===== config.mk =====
export PLATFORM = sky130hd
export DESIGN_NAME = instr_fetch_unit
export DESIGN_NICKNAME = d
export VERILOG_FILES = /design/src/rtl/instr_fetch_unit.sv
export SDC_FILE = /design/constraint.sdc
export NUM_CORES = 1
export LEC_CHECK = 0
export CORE_MARGIN = 3
export CORE_UTILIZATION = 40
export CTS_CLUSTER_SIZE = 24
export DETAILED_ROUTE_END_ITERATION = 8
export MAX_ROUTING_LAYER = met4
export PLACE_DENSITY_LB_ADDON = 0.12
export SETUP_SLACK_MARGIN = 0.2
export SLEW_MARGIN = 20
export SYNTH_ARGS = -nofsm -noshare
export SYNTH_HDL_FRONTEND = slang
export SYNTH_SLANG_ARGS = --single-unit

===== constraint.sdc =====
create_clock -name clk -period 4.1 [get_ports clk]
set_input_delay 0.41 -clock clk [delete_from_list [all_inputs] [get_ports clk]]
set_output_delay 0.41 -clock clk [all_outputs]
set_load 0.005 [all_outputs]

===== src/rtl/instr_fetch_unit.sv =====
// rtl/instr_fetch_unit.sv - instruction fetch stage with prefetch buffer
// Optional fetch performance counter enabled by defining IFU_PERF_CNT_EN.
module instr_fetch_unit #(
   parameter int          ADDR_W   = 9,
   parameter int          DEPTH    = 2,
   parameter int unsigned RESET_PC = 0
) (
   input  logic              clk,
   input  logic              Reset,
   input  logic              Stop,
   output logic [ADDR_W-1:0] mem_addr,
   output logic              mem_read,
   input  logic [31:0]       mem_rdata,
   input  logic              mem_ready,
   output logic [31:0]       ir,
   output logic [ADDR_W-1:0] ir_pc,
   output logic              ir_valid,
   input  logic              ir_ack,
   input  logic              pc_load,
   input  logic [ADDR_W-1:0] pc_load_value,
   output logic              halted,
   output logic [31:0]       fetch_count
);

   localparam int PTR_W = (DEPTH > 1) ? $clog2(DEPTH) : 1;
   localparam int CNT_W = PTR_W + 1;
   localparam logic [ADDR_W-1:0] PC_INIT = ADDR_W'(RESET_PC);
   localparam logic [CNT_W-1:0]  CNT_MAX = CNT_W'(DEPTH);

   typedef enum logic [1:0] {IDLE, REQ, FLUSH} state_t;

   state_t            state, state_nxt;
   logic [ADDR_W-1:0] fetch_pc;
   logic [ADDR_W-1:0] flush_addr;
   logic [PTR_W-1:0]  head, tail;
   logic [CNT_W-1:0]  count, count_post;
   logic [31:0]       buf_data [DEPTH];
   logic [ADDR_W-1:0] buf_pc   [DEPTH];
   logic              push, pop;

   // A redirect discards both the completing word and any pop in that cycle.
   assign push       = (state == REQ) && mem_ready && !pc_load;
   assign pop        = ir_ack && (count != '0) && !pc_load;
   assign count_post = count + CNT_W'(push) - CNT_W'(pop);

   always_ff @(posedge clk) begin
      if (Reset) state <= IDLE;
      else       state <= state_nxt;
   end

   always_comb begin
      state_nxt = state;
      case (state)
         IDLE: begin
            if (!pc_load && (count < CNT_MAX) && !Stop) state_nxt = REQ;
         end
         REQ: begin
            if (pc_load)        state_nxt = mem_ready ? IDLE : FLUSH;
            else if (mem_ready) state_nxt = ((count_post < CNT_MAX) && !Stop) ? REQ : IDLE;
         end
         FLUSH: begin
            if (mem_ready) state_nxt = IDLE;
         end
         default: state_nxt = IDLE;
      endcase
   end

   always_comb begin
      mem_read = (state != IDLE);
      mem_addr = (state == FLUSH) ? flush_addr : fetch_pc;
      halted   = Stop && (state == IDLE);
   end

   always_ff @(posedge clk) begin
      if (Reset) begin
         fetch_pc   <= PC_INIT;
         flush_addr <= PC_INIT;
         head       <= '0;
         tail       <= '0;
         count      <= '0;
      end else if (pc_load) begin
         fetch_pc <= pc_load_value;
         head     <= '0;
         tail     <= '0;
         count    <= '0;
         // Only an abort from REQ captures the address still on the bus.
         if (state == REQ) flush_addr <= fetch_pc;
      end else begin
         if (push) begin
            tail     <= tail + PTR_W'(1);
            fetch_pc <= fetch_pc + ADDR_W'(1);
         end
         if (pop) head <= head + PTR_W'(1);
         count <= count_post;
      end
   end

   always_ff @(posedge clk) begin
      if (push) begin
         buf_data[tail] <= mem_rdata;
         buf_pc[tail]   <= fetch_pc;
      end
   end

   assign ir_valid = (count != '0);
   assign ir       = ir_valid ? buf_data[head] : 32'd0;
   assign ir_pc    = ir_valid ? buf_pc[head] : '0;

`ifdef IFU_PERF_CNT_EN
   logic [31:0] perf_q;

   always_ff @(posedge clk) begin
      if (Reset)                       perf_q <= '0;
      else if (push && (perf_q != '1)) perf_q <= perf_q + 32'd1;
   end

   assign fetch_count = perf_q;
`else
   assign fetch_count = 32'd0;
`endif

endmodule


# --- Word level (Yosys, flattened, before mapping) ---
# Memory sizes are Yosys's and may differ from the RTL's. A register that Yosys moved wholly into a read port is not among the register bits.
# Index checks and enable logic that the tools add are counted.
# W data, S select, Z words.
op_classes:
  add_sub_neg: 5
  n_lt_le_gt_ge: 2
  eq_ne: 5
  muxes: 18
  reduce_logical: 17
op_table:
  columns: ["cell", "count"]
  rows:
  - ["$mux W9", 4]
  - ["$mux W32", 1]
  - ["$mux W2", 5]
  - ["$add A9 B1 Y9 const B", 1]
  - ["$logic_and A1 B1 Y1", 8]
  - ["$mux W1", 7]
  - ["$pmux W2 S3", 1]
  - ["$reduce_bool A2 Y1", 3]
  - ["$lt A2 B2 Y1 const B", 2]
  - ["$ne A2 B2 Y1 const B", 2]
  - ["$ne A3 B3 Y1 const B", 1]
  - ["$reduce_and A3 Y1", 1]
  - ["$add A1 B1 Y1 const B", 2]
  - ["$add A2 B1 Y2", 1]
  - ["$eq A2 B1 Y1 const B", 1]
  - ["$eq A2 B2 Y1 const B", 1]
  - ["$logic_not A1 Y1", 2]
  - ["$logic_not A2 Y1", 1]
  - ["$reduce_and A2 Y1", 1]
  - ["$reduce_or A2 Y1", 1]
  - ["$sub A2 B1 Y2", 1]
word_totals:
  ff_bits: 24
  ram_bits: 82
  input_bits: 47
  out_inout_bits: 85
  elab_cells: 55
  n_memories: 2
mem_list:
  columns: ["memory", "depth", "word_bits", "read_ports", "rd_ports_with_merged_regs", "wr", "line", "source"]
  rows:
  - ["buf_data", 2, 32, 1, 1, 1, "37", "logic [31:0] buf_data [DEPTH];"]
  - ["buf_pc", 2, 9, 1, 1, 1, "38", "logic [ADDR_W-1:0] buf_pc [DEPTH];"]

# --- Logic depth before layout (Yosys ltp) ---
logic_depth:
  ltp_word: 11
  depth_mapped: 11
  ltp_nobuf: 11

# --- Worst setup path before layout ---
# No wires, ideal clock.
synth_timing:
  path_kind: "reg2reg"
  from: "reg state[0]"
  to: "mem buf_data[0][0] (enable)"
  setup_ns: 0.439
  arrival_time_ns: 2.531
  required_ns: 3.661
  path_slack_ns: 1.130
  stages_incl_launch_ff: 5
  n_path_buf: 1
  synth_period_minus_slack_ns: 2.970
  cell_sequence: "dfxtp_1 buf_4 nand3b_1 nand2b_1 nor2_1"
synth_between:
  elab_chain_len: 5
synth_rtl:
  columns: ["element", "line", "source"]
  rows:
  - ["start, declared", "32", "state_t state, state_nxt;"]
  - ["start signal, assigned", "48", "else state <= state_nxt;"]
  - ["$eq A2 B1 Y1", "42", "assign push = (state == REQ) && mem_ready && !pc_load;"]
  - ["$logic_and A1 B1 Y1 (2 in a row)", "42", null]
  - ["$mux W1", "99", "if (push) begin"]
  - ["$mux W1 (not written as such)", "100", "buf_data[tail] <= mem_rdata;"]
  - ["end, declared", "37", null]
# Every way passes these cells.

==> flow_summary.toml <==
[logic_synthesis]
yosysSeqAreaShare_pct = 64.5
synth.cell_area_um2 = 4590
syn_area_per_cell_um2 = 13.2
synthesis.instances = 347
ys_types = 36
ys_warn_count = 0
ys_ff_latch = 107

[worst_setup_path]
cp_slowest_stage_delay_ps = 890
cp-end-kind = "primary output"
crit_arrival_ps = 2420
path_cells = "buf_4 -> mux2i_1 -> nor2_1 -> clkdlybuf4s50_1"
crit_path_top_delay_cell = "dfxtp_2"
cp.required_ps = 3690
startpoint_type = "flip-flop"
critPathKind = "flip-flop to primary output"
path_max_fanout = 27

[clock_tree]
cts_tree = "yes"
cts_num_sinks = 107
cts_setup_buffers = 0
clockBufferDepth = 2
insertion_delay_ps = 340
numCtsBuffers = 9
clk_pin_slew_ps = 70
hold_buffers = 0
cts.htree.levels = 3
clockRootBuffer = "clkbuf_16"
ctsResizeCount = 0

[pwr]
intPower_mw = 1.69
p_seq_share_pct = 55.1
switching_share_pct = 22.2
leakagePower_nw = 2.06
ir_drop_v = 0.000264
p_switching_mw = 0.482
powerDensity_nw_per_um2 = 365
clkPwrFrac_pct = 38.9
comb_power_share_pct = 6.0

[detailed_routing]
wire_per_inst_um = 14.8
dr.pass1.iters = 4
vias = 2721
drtIter0Drc = 91
drc = 0
ant_nets = 0
via_per_inst = 4.63
wirelength_um = 8720

[global_routing]
grt_busiest_layer = "met2"
track_usage_pct = 14.2
antenna_found_initial = 0
use_met2_pct = 22.4
grt_pass1_vias = 2657
grtUsageMet3_pct = 3.85
grt-ovfl-total = 0
grt_start_max_net_pins = 29
grt_pass1_wl_um = 13900
grtUsageMet1_pct = 18.9

[layout]
utilization_pct = 54.0
mostFrequentLayoutCells = "clkdlybuf4s50_1 (99), edfxtp_1 (82), nor2_1 (63), mux2i_1 (47), conb_1 (32)"
fin_nets = 493
syn2layout_area_growth_pct = 29.7
drive_gt1_share_pct = 8.71
diodes = 0
layout_commonest_cell = "clkdlybuf4s50_1"

[sta]
finClkSkew_ps = 9.47
finalHoldViolCount = 0
min_period_over_period_pct = 69.1
layout_min_cycle_time_ps = 2830
relSlewSlack_pct = 37.1
setup_tns_ps = 0
maxSlewViolCount = 0
setup_violations = 0
timing.fmax_mhz = 353
worst_slew_pin_slew_ps = 940
rsz0062_at_grt = "no"

[place]
io_buffers = 99
finalWeightedCongestion = 0.741
dpl.hpwl_um = 6190

[worst_hold_path]
min_path_type = "flip-flop to flip-flop"

[die]
dieArea_um2 = 12800
die_h_um = 113
start_util_pct = 41.6
rows = 38
core_area_um2 = 11000
die_x_um = 113
ios = 132

[outcome]
status = "finished, final reports clean"

[flow_run]
maxCapViolations = 0
cell families after synthesis:
kind of cell	share of synthesized area, %
AO/OA/AOI/OAI	2.62
XOR/XNOR	1.91
adder cells (fa/ha/maj)	0.818
buffers and inverters	7.63
flip-flops	64.5
multiplexers	12.7
other	0.0817
AND/OR/NAND/NOR	9.70
synthesized netlist by cell type:
library cell	count	area, um^2
nand4_2	1	12.5
or3_1	1	6.26
nor3b_1	1	7.51
xnor2_1	6	52.6
nand3b_1	2	15.0
or2_2	1	6.26
a31oi_1	1	6.26
clkbuf_1	9	33.8
nand2_1	4	15.0
nand4b_4	1	23.8
nor2b_1	1	6.26
mux2i_1	47	470
o21bai_1	1	7.51
mux2_2	10	113
inv_1	8	30.0
o21a_1	1	7.51
conb_1	1	3.75
a211oi_1	8	60.1
nor3_1	6	30.0
buf_2	7	35.0
edfxtp_1	82	2460
ha_1	3	37.5
a21oi_1	5	25.0
buf_4	33	248
nor2_1	66	248
nor4_2	2	25.0
xor2_1	4	35.0
o21ai_0	1	5.00
and4b_1	1	10.0
clkinv_1	1	3.75
nand4b_1	1	8.76
a311oi_1	1	8.76
nand2b_1	2	12.5
dfxtp_1	25	500
nor4b_1	1	8.76
nand3_1	2	10.0
layout make-up:
| class | count | area [um^2] |
|---|---|---|
| Fill cell | 969 | 5070 |
| Sequential cell | 107 | 2960 |
| Multi-Input combinational cell | 213 | 1420 |
| Timing Repair Buffer | 103 | 1060 |
| Clock buffer | 9 | 225 |
| Tap cell | 140 | 175 |
| Clock inverter | 7 | 80.1 |
| Inverter | 9 | 33.8 |
metrics by stage:
step	worst slack [ps]	total power, mW	area (um^2)	hold slack, ps	std cells
finish	1270	2.17	5960	487	588
CTS	1210	2.19	5960	496	588
global placement	1060	1.35	5600	463	570
detailed placement	952	1.35	5650	479	572
floorplan	1130	1.29	4710	450	378
global route	1050	2.25	5960	531	588
power by group through the flow:
stage,clock network (mW),logic [mW],registers (mW)
after floorplan,0,0.0742,1.21
after global placement,0,0.127,1.22
after detailed placement,0,0.130,1.22
after CTS,0.866,0.131,1.20
after global routing,0.904,0.144,1.20
final,0.846,0.130,1.20
registers in the layout (all words and copies together) (netlist names), named ones only:
register,count
buf_pc,18
fetch_pc,9
head,1
count,2
flush_addr,9
buf_data,64
tail,1
state,2
worst max-delay path, delay by kind of cell, from the launching register on:
family,cells,cell delay (ps)
flops,1,890
simple gates,1,60
mux,1,260
buf+inv,2,860
per-layer routing:
layer  vias up  wire length [um]
li1       1352                 -
met1      1273              3980
met2        90              4210
met3         6               479
met4         0                52
met5         -                 0
final timing paths:
check	startpoint	to	slack (ps)	cells after the start
min reg2reg	flush_addr[2]	flush_addr[2]	490	2
min	flush_addr[2]	flush_addr[2]	490	2
max reg2reg	state[0]	state[0]	1800	9
max	flip-flop	ir[1]	1270	4
No activity file was read; power rests on OpenSTA's default activity.
